[config.mk]
export PLATFORM = sky130hd
export DESIGN_NAME = hamsi_host_sequencer
export DESIGN_NICKNAME = d
export VERILOG_FILES = /design/src/rtl/hamsi_host_sequencer.sv
export SDC_FILE = /design/constraint.sdc
export NUM_CORES = 1
export LEC_CHECK = 0
export CORE_MARGIN = 10
export CORE_UTILIZATION = 48
export DETAILED_ROUTE_END_ITERATION = 6
export HOLD_SLACK_MARGIN = 0.08
export PLACE_DENSITY = 0.8
export SLEW_MARGIN = 15
export SYNTH_ARGS = -nofsm -noshare
export SYNTH_HDL_FRONTEND = slang
export SYNTH_SLANG_ARGS = --single-unit
[constraint.sdc]
create_clock -name clk -period 2.5 [get_ports clk]
set_clock_uncertainty 0.15 [all_clocks]
set_input_delay 0.75 -clock clk [delete_from_list [all_inputs] [get_ports clk]]
set_output_delay 0.75 -clock clk [all_outputs]
set_load 0.02 [all_outputs]
[src/rtl/hamsi_host_sequencer.sv]
// hamsi_host_sequencer
//   Drives one complete HAMSI hash through the core's init/load/fetch/ack
//   command port. A host start pulse triggers this sequence:
//     1. init the core;
//     2. stream nblocks*WORDS_PER_BLOCK message words from a valid/ready
//        source into the core;
//     3. fetch DIGEST_WORDS digest words and emit them on a valid/ready sink.
//   Every load and every fetch has an ack timeout. When it expires, the
//   sequencer abandons the hash and raises a sticky err.
//
// Ports
//   clk, rst            clock; synchronous active-high reset
//   start, nblocks      hash request (sampled only when idle), block count
//   busy, done, err     status: not idle / end-of-hash pulse / sticky timeout
//   s_data/s_valid/s_ready   message word source
//   m_data/m_valid/m_ready   digest word sink
//   core_init/load/fetch, core_idata   commands and load data to the core
//   core_ack, core_odata               handshake and fetch data from the core
module hamsi_host_sequencer #(
  parameter int IOSIZE          = 16,
  parameter int WORDS_PER_BLOCK = 2,
  parameter int DIGEST_WORDS    = 16,
  parameter int TIMEOUT         = 1024
) (
  input  logic              clk,
  input  logic              rst,
  input  logic              start,
  input  logic [15:0]       nblocks,
  output logic              busy,
  output logic              done,
  output logic              err,
  input  logic [IOSIZE-1:0] s_data,
  input  logic              s_valid,
  output logic              s_ready,
  output logic [IOSIZE-1:0] m_data,
  output logic              m_valid,
  input  logic              m_ready,
  output logic              core_init,
  output logic              core_load,
  output logic              core_fetch,
  output logic [IOSIZE-1:0] core_idata,
  input  logic              core_ack,
  input  logic [IOSIZE-1:0] core_odata
);

  // The word counter is sized so that nblocks*WORDS_PER_BLOCK never wraps.
  // With nblocks = 16'hFFFF and two words per block, the count is 131070.
  localparam int CNT_W = 16 + $clog2(WORDS_PER_BLOCK);
  localparam int DIG_W = $clog2(DIGEST_WORDS + 1);
  localparam int TMO_W = $clog2(TIMEOUT + 1);

  typedef enum logic [2:0] {
    S_IDLE,
    S_INIT,
    S_LGET,
    S_LREQ,
    S_FREQ,
    S_OUT,
    S_ERR
  } state_t;

  state_t            state_q, state_d;
  logic [CNT_W-1:0]  cnt_q, cnt_d;       // message words still to load
  logic [DIG_W-1:0]  dig_q, dig_d;       // digest words already emitted
  logic [TMO_W-1:0]  wait_q, wait_d;     // cycles spent waiting for ack
  logic [IOSIZE-1:0] hold_q, hold_d;     // message word being loaded
  logic [IOSIZE-1:0] mdata_q, mdata_d;   // digest word being offered
  logic              err_q, err_d;
  logic              done_q, done_d;

  // Two cycles before the terminal count means this non-acked cycle is the
  // last one allowed. An ack in the same cycle still takes priority.
  logic tmo_hit;
  assign tmo_hit = (wait_q == TMO_W'(TIMEOUT - 2));

  always_comb begin
    state_d = state_q;
    cnt_d   = cnt_q;
    dig_d   = dig_q;
    wait_d  = '0;
    hold_d  = hold_q;
    mdata_d = mdata_q;
    err_d   = err_q;
    done_d  = 1'b0;

    case (state_q)
      S_IDLE: begin
        if (start) begin
          cnt_d   = CNT_W'(nblocks) * CNT_W'(WORDS_PER_BLOCK);
          dig_d   = '0;
          err_d   = 1'b0;
          state_d = S_INIT;
        end
      end

      S_INIT: begin
        state_d = (cnt_q != '0) ? S_LGET : S_FREQ;
      end

      S_LGET: begin
        if (s_valid) begin
          hold_d  = s_data;
          state_d = S_LREQ;
        end
      end

      S_LREQ: begin
        if (core_ack) begin
          cnt_d   = cnt_q - CNT_W'(1);
          state_d = (cnt_q == CNT_W'(1)) ? S_FREQ : S_LGET;
        end else if (tmo_hit) begin
          err_d   = 1'b1;
          state_d = S_ERR;
        end else begin
          wait_d  = wait_q + TMO_W'(1);
        end
      end

      S_FREQ: begin
        if (core_ack) begin
          mdata_d = core_odata;
          state_d = S_OUT;
        end else if (tmo_hit) begin
          err_d   = 1'b1;
          state_d = S_ERR;
        end else begin
          wait_d  = wait_q + TMO_W'(1);
        end
      end

      S_OUT: begin
        if (m_ready) begin
          dig_d = dig_q + DIG_W'(1);
          if (dig_q == DIG_W'(DIGEST_WORDS - 1)) begin
            done_d  = 1'b1;
            state_d = S_IDLE;
          end else begin
            state_d = S_FREQ;
          end
        end
      end

      S_ERR: begin
        state_d = S_IDLE;
      end

      default: begin
        state_d = S_IDLE;
      end
    endcase
  end

  always_ff @(posedge clk) begin
    if (rst) begin
      state_q <= S_IDLE;
      cnt_q   <= '0;
      dig_q   <= '0;
      wait_q  <= '0;
      hold_q  <= '0;
      mdata_q <= '0;
      err_q   <= 1'b0;
      done_q  <= 1'b0;
    end else begin
      state_q <= state_d;
      cnt_q   <= cnt_d;
      dig_q   <= dig_d;
      wait_q  <= wait_d;
      hold_q  <= hold_d;
      mdata_q <= mdata_d;
      err_q   <= err_d;
      done_q  <= done_d;
    end
  end

  // All strobes are decoded from the state register alone.
  // Because of this, load and fetch drop in the cycle after the ack.
  assign busy       = (state_q != S_IDLE);
  assign done       = done_q;
  assign err        = err_q;
  assign s_ready    = (state_q == S_LGET);
  assign m_valid    = (state_q == S_OUT);
  assign m_data     = mdata_q;
  assign core_init  = (state_q == S_INIT);
  assign core_load  = (state_q == S_LREQ);
  assign core_fetch = (state_q == S_FREQ);
  assign core_idata = hold_q;

endmodule

; Yosys cells after proc, flatten, opt, wreduce, memory -nomap -nowiden
; Cells that the tools add are included.
; Widths: inputs -> output; s select.
[word_totals]
register_bits = 70
out_inout_bits = 40
wordCells = 64
[classes]
add_sub_neg = 3
n_eq_ne = 14
muxes = 21
bitwise_logic = 3
n_reduce_logical = 15
[op_table]
columns = cell, n
row1 = $mux 17, 2
row2 = $pmux 17 s2, 1
row3 = $mux 3, 9
row4 = $pmux 3 s6, 1
row5 = $eq 17x1->1 const B, 1
row6 = $reduce_bool 17->1, 1
row7 = $sub 17x1->17 const B, 1
row8 = $add 11x1->11 const B, 1
row9 = $eq 11x10->1 const B, 1
row10 = $mux 5, 2
row11 = $pmux 5 s2, 1
row12 = $reduce_and 3->1, 3
row13 = $eq 3x2->1 const B, 2
row14 = $eq 3x3->1 const B, 2
row15 = $ne 2x1->1 const B, 3
row16 = $ne 2x2->1 const B, 3
row17 = $reduce_bool 2->1, 3
row18 = $add 5x1->5 const B, 1
row19 = $eq 5x4->1 const B, 1
row20 = $mux 1, 4
row21 = $reduce_and 2->1, 2
row22 = $reduce_and 4->1, 1
row23 = $reduce_or 4->1, 1
row24 = $eq 3x1->1 const B, 1
row25 = 6 further kinds, 8

; Longest topological paths before layout
; Gate-level depths: netlist (run 1).
[logic_depth]
ltp_word = 4
ltp_mapped = 7
mapped_depth_nobuf = 7

; Worst setup path before layout (run 1)
; Ideal clock, no wire load.
[synth_timing]
path_type = register to output
startpoint = register state_q[0]
endpoint = output port m_valid
arrival_time_ps = 1344
setup_slack_ps = 256
stages_incl_launch_ff = 4
n_path_buf = 1
cell_sequence = dfxtp_1 -> clkbuf_1 -> inv_1 -> nor3b_1
[synth_between]
elab_chain_len = 1
[synth_lines]
columns = item, line_no
row1 = "start, declared", 62  ; state_t state_q, state_d;
row2 = "start signal, assigned", 164  ; state_q <= state_d;
row3 = $eq 3x3->1, 181  ; assign m_valid = (state_q == S_OUT);
row4 = "end, declared", 36  ; output logic m_valid,
; Every way passes these cells.

; Worst setup path in the final report (run 1)
[layout_timing]
startpoint = register state_q[2]
endpoint = output port busy
[layout_between]
elab_chain_len = 1
[layout_lines]
columns = item, line_no
row1 = $reduce_bool 3->1, 177  ; assign busy = (state_q != S_IDLE);
row2 = "end, declared", 29  ; output logic busy,
; Every way passes these cells.

==> summary.txt, run 1 <==
Run status
  – Status: completed

Global routing
  – First-pass GRT wire length: 15.5 mm
  – Vias in the first global route: 3,132
  – Initial antenna violation count: 0
  – Largest net degree at the start of global routing: 37
  – Grt ovf: 0
  – Total track usage: 0.172

Setup path
  – Max incr delay on CP: 410 ps
  – Setup crit end kind: output pin
  – Crit path buf inv count: 2
  – CP Data Required Time: 1600 ps
  – Register-to-register setup slack: 430 ps
  – Delay-heaviest family, CP: buffers and inverters
  – Cells along the critical path: buf_4, or3_1, clkdlybuf4s15_1
  – Startpoint types: register
  – Worst path slowest cell: or3_1
  – Crit Path Class: reg -> out
  – Arrival time at the worst endpoint: 1550 ps
  – Peak fanout along the critical path: 12

Clocking
  – CTS Hold Bufs: 0
  – Worst-skew pair later-pin latency: 340 ps
  – Clock Path Buffers: 2
  – # clock sinks: 70
  – CTS tree: done
  – Htree depth: 3
  – Clock Pin Slew Worst Setup and Hold Paths: 70 ps
  – CTS buffer count: 9
  – CTS root buf: clkbuf_8

Placed design
  – Dpl cells: 599
  – Port Buffers: 93
  – DP Worst Slack: -68.1 ps
  – Gpl congestion: 0.838
  – DP HPWL: roughly 6.9 mm

STA
  – Hold Vio Cnt, Final: 0
  – Transition time of the tightest slew-check pin: roughly 640 ps
  – Slew Viols, Final: 0
  – Relative slew slack: 0.569
  – RSZ-0062 raised after global routing: false
  – Min cycle time layout: 2450 ps
  – Fin crit share: 0.980
  – # setup viols final: 0
  – Maximum clock frequency: 0.408 GHz
  – TNS Setup: 0 ps
  – Final WS setup: 49.7 ps

Power
  – P_leak: roughly 1.7 nW
  – Power, Total: between 0.003 and 0.004 W
  – Switching Share: 0.379
  – Internal: 0.00232 W
  – Pwr Density: 811 mW/mm2
  – Sequential Power Share: 0.369
  – Worst vdd ir: around 0.00037 V
  – Clock power share: 0.239
  – NetSw: 0.00142 W
  – Comb power frac: 0.392

Synth
  – Top cells by area, synth: dfxtp_1 42%, nand2_1 9.5%, a21oi_1 7.2%
  – Seq cells post-synth: 70
  – Library cells used by synthesis: 56
  – Synthesized cell area: 0.00335 mm2
  – Ys async rst share: 0
  – Post-synth EDFFs: 0
  – Synth Warn #: 0
  – Synth top area share: 0.419
  – Post-Syn Nets: between 400 and 500
  – Yosys top cell by area: dfxtp_1
  – Syn_area_per_cell: slightly above 8 um2
  – Syn Inst Count: 416
  – Seq/Total Area, Yosys: 0.419
  – Post-synth top flop: dfxtp_1

Floorplan
  – Die Height: 104 um
  – Starting Density: 0.493
  – Core region area: between 0.006 and 0.007 mm2
  – Row cnt: 30
  – Die ar.: 0.0107 mm2
  – Chip width: between 100 and 150 um
  – IO Count: 94

Cells and area
  – Antenna diodes: 0
  – Post-Layout Cell Count: approximately 600
  – Final Util: 0.679
  – Layout cell share with drive strength beyond 1: 0.0946
  – Net count, final: 575
  – Area grow syn2layout: 37.9%

Routing
  – First DRT Iteration DRCs: 232
  – Pre-antenna DRT Iters: 5
  – Detail Route Antenna Nets: 0
  – Wire length per cell: 15.1 um
  – DRC: 0
  – Final wirelength: 9.30 mm
  – Vias per cell: around 5.3
  – Vias: 3,274

Run
  – Max-Cap Viols: 0

Hold path
  – Min-delay worst type: reg -> reg
==> kinds of logic (layout without fill, tap and decap cells) <==
group           Yosys count  after routing  share of synthesized area
simple gates            191            191                      0.286
compound gates          101            101                      0.192
flops                    70             70                      0.419
buf+inv                  35            137                     0.0452
xor+xnor                 11             11                     0.0288
fa+ha+maj                 7              7                     0.0262
mux                       1              1                    0.00336
==> repair_timing <==
| action | in CTS | in global routing |
|---|---|---|
| gates resized for setup | 6 | 3 |
| hold endpoints to repair | 0 | 0 |
| endpoints found under the setup margin | 6 | 3 |
| buffers inserted | 0 | 0 |
==> cell usage after synthesis, drive strengths merged, types with 6 or more instances <==
library cell	count
nand3	6
dfxtp	70
a21oi	48
o31ai	6
nor3	13
o21ai	16
buf	10
nor2	35
nor4	7
nand4	8
nand2	85
nor3b	7
inv	9
xor2	6
clkbuf	16
ha	7
==> worst paths after layout <==
kind	from	end	cells after the start
min	m_data[1]$_SDFFE_PP0P_	m_data[1]$_SDFFE_PP0P_	2
max reg2reg	cnt_q[1]$_SDFFE_PP0P_	cnt_q[10]$_SDFFE_PP0P_	6
max	state_q[2]$_SDFFE_PP0P_	busy	3
min reg2reg	m_data[1]$_SDFFE_PP0P_	m_data[1]$_SDFFE_PP0P_	2
==> layout by cell type (no fill, tap or decap), types with 6 or more instances in the layout <==
cell             count
clkbuf_8            10
nor3_1              13
a21oi_1             48
buf_4               20
dfxtp_1             69
clkdlybuf4s50_1     86
ha_1                 7
nand4_1              8
nand3_1              6
nand2_1             85
inv_1                9
o21ai_0             15
nor2_1              35
xor2_1               6
==> worst reg2reg max path, delay by kind of cell (launching register included) <==
kind,cells,cell delay (ps)
AO/OA/AOI/OAI,2,340
adder cells (fa/ha/maj),1,240
buffers and inverters,1,130
AND/OR/NAND/NOR,2,780
flip-flops,1,340
==> layer usage <==
metal,track usage,vias up,wire length [um]
met3,0.0353,14,465
met5,0,-,0
met4,0.0665,0,153
met2,0.282,91,4450
met1,0.213,1510,4230
li1,-,1659,-
==> flip-flops by register name, indices dropped and copies added, names as in the netlist <==
signal,cells
state_q,3
cnt_q,17
wait_q,11
err,1
dig_q,5
done,1
core_idata,16
m_data,16
==> stage by stage <==
step	hold slack, ps	cell area [um2]
2_1_floorplan	287	3350
3_3_place_gp	291	4430
3_5_place_dp	297	4430
4_1_cts	306	4610
5_1_grt	327	4620
6_report	305	4620
==> cell type report <==
cell class | instances | area [um2]
inverters | 9 | 33.8
fillers | 574 | 2180
flip-flops and latches | 70 | 1400
clock inverters | 4 | 47.5
well taps | 96 | 120
clock buffers | 11 | 141
repair buffers | 113 | 1070
multi-input cells | 311 | 1800
==> power by group through the flow <==
stage                     sequential [W]  combinational, W  clock [W]
after CTS                        0.00138           0.00145   0.000907
after global routing             0.00140           0.00161   0.000967
after detailed placement         0.00140           0.00147          0
final                            0.00138           0.00147   0.000895
after global placement           0.00140           0.00143          0
after floorplan                  0.00142          0.000918          0
Power figures use the tool's default switching activity.
==> inputs of run 2 (changes only) <==
--- a/config.mk
+++ b/config.mk
@@ -5,6 +5,7 @@
 export SDC_FILE = /design/constraint.sdc
 export NUM_CORES = 1
 export LEC_CHECK = 0
+export CORE_ASPECT_RATIO = 0.6
 export CORE_MARGIN = 10
 export CORE_UTILIZATION = 48
 export DETAILED_ROUTE_END_ITERATION = 6
==> run 2 against run 1 <==
Wire length increased by 11%. Largest cell class unchanged. Sequential cell count unchanged. Setup slack got worse by 8.3 ps.
==> summary.txt, run 2 (synthesis results as in run 1) <==
Placed design
  – DP HPWL: 7.40 mm
  – Port Buffers: 93
  – Gpl congestion: 0.902
  – Dpl cells: 588
  – Placed cell areas: 0.00440 mm2

Cells and area
  – Most common cell after layout, fill and taps aside: clkdlybuf4s50_1
  – Reg with most FFs: cnt_q
  – Final Util: 0.702
  – Commonest cells after routing, fill and taps aside: 86 x clkdlybuf4s50_1, 85 x nand2_1, 67 x dfxtp_1
  – Area grow syn2layout: 41.3%
  – Layout cell share with drive strength beyond 1: 0.0971
  – Net count, final: around 570
  – Design Area, Final: 0.00473 mm2
  – Antenna diodes: 0
  – Max reg flops: 17
  – Post-Layout Cell Count: ~600

STA
  – # setup viols final: 0
  – Hold Vio Cnt, Final: 0
  – Maximum clock frequency: 0.407 GHz
  – RSZ-0062 raised after global routing: false
  – TNS Setup: 0 ps
  – Slew Viols, Final: 0
  – Min cycle time layout: 2460 ps
  – Transition time of the tightest slew-check pin: 611 ps
  – Relative slew slack: 0.589
  – WHS: slightly above 300 ps
  – Fin crit share: 0.983

Setup path
  – CP Data Required Time: 1600 ps
  – Arrival time at the worst endpoint: 1560 ps
  – Crit path buf inv count: 2
  – Delay-heaviest family, CP: buffers and inverters
  – Cells along the critical path: inv_1, nor3b_1, dlygate4sd2_1
  – CP Depth: 3
  – Startpoint types: register
  – Length in cells of the worst reg-to-reg path: 4
  – Worst path slowest cell: dfxtp_2
  – Register-to-register setup slack: 380 ps
  – Peak fanout along the critical path: 7
  – Crit Path Class: reg -> out
  – Max incr delay on CP: 400 ps
  – Setup crit end kind: output pin

Floorplan
  – Starting Density: 0.497
  – IO Count: 94
  – Chip width: about 130 um
  – Die ar.: 0.0108 mm2
  – Core region area: 0.00673 mm2
  – Die Height: 84.7 um
  – Row cnt: 23

Global routing
  – GRT met3 Usage: 0.0552
  – GR Layer Usage met1: 0.240
  – Total track usage: 0.191
  – Grt met2 use: 0.297
  – Global route hottest layer: met2
  – Largest net degree at the start of global routing: 29
  – Vias in the first global route: 3,349
  – First-pass GRT wire length: 16.9 mm
  – Initial antenna violation count: 0
  – Grt ovf: 0

Clocking
  – CTS tree: done
  – CTS buffer count: 9
  – Worst-skew pair later-pin latency: 340 ps
  – CTS root buf: clkbuf_16
  – Clock Path Buffers: 2
  – Clock Pin Slew Worst Setup and Hold Paths: 50 ps
  – # clock sinks: 70
  – CTS Hold Bufs: 0
  – Htree depth: 3

Routing
  – DRC: 0
  – Wire length per cell: 17.1 um
  – Pre-antenna DRT Iters: 5
  – Detail Route Antenna Nets: 0
  – Vias per cell: 5.66
  – Vias: ~3,400
  – Final wirelength: approximately 10 mm
  – First DRT Iteration DRCs: 291

Hold path
  – Worst hold path depth: 2
  – Min-delay worst type: reg -> reg

Power
  – Worst vdd ir: 0.000547 V
  – Pwr Density: 911 mW/mm2
  – P_leak: around 1.7 nW

Run
  – Max-Cap Viols: 0

Run status
  – Status: completed
[run 2: changes by cell type in the layout (fill, tap and decap cells not counted), moves of 2 or more]
cell,before,now
bufinv_16,1,3
dfxtp_2,1,3
buf_4,20,18
clkbuf_16,0,9
dfxtp_1,69,67
clkbuf_8,10,0
[run 2: per-stage QoR]
stage,total power (W),setup WS (ps)
after global placement,0.00283,-280
after CTS,0.00430,48.6
final,0.00431,41.4
after global routing,0.00452,2.73
after floorplan,0.00234,256
after detailed placement,0.00287,-360
[run 2: path summary, 6_finish.rpt]
check,to,from
setup / recovery,m_valid,state_q[0]$_SDFFE_PP0P_
hold / removal,m_data[12]$_SDFFE_PP0P_,m_data[12]$_SDFFE_PP0P_
setup reg to reg,cnt_q[13]$_SDFFE_PP0P_,cnt_q[0]$_SDFFE_PP0P_
hold reg to reg,m_data[12]$_SDFFE_PP0P_,m_data[12]$_SDFFE_PP0P_
[run 2: what timing repair did]
item / in CTS / in global routing
setup buffers: 0 / 0
gates resized for setup: 11 / 0
setup endpoints to repair: 9 / 0
[run 2: metal layers]
layer  share of wire  up-vias
li1                -     1659
met1            0.44     1598
met2            0.47      127
met3           0.066       22
met4           0.024        0
met5               0        -
[run 2: final cells by class]
| cell class | count | area [um2] |
|---|---|---|
| Clock buffer | 9 | 225 |
| Clock inverter | 5 | 100 |
| Fill cell | 556 | 2000 |
| Inverter | 9 | 33.8 |
| Multi-Input combinational cell | 311 | 1800 |
| Sequential cell | 70 | 1410 |
| Tap cell | 87 | 109 |
| Timing Repair Buffer | 111 | 1050 |
[run 2: power by group]
part | internal (W) | switching, W | leakage [nW]
combinational | 0.000593 | 0.000869 | 0.980
clock | 0.000959 | 0.000470 | 0.161
sequential | 0.00124 | 0.000172 | 0.569
total | 0.00280 | 0.00151 | 1.71
[run 2: worst min-delay path, stage by stage, from the launching register on]
cell and delay (ps):
dfxtp_1 310, nand2_1 50, a21oi_1 50
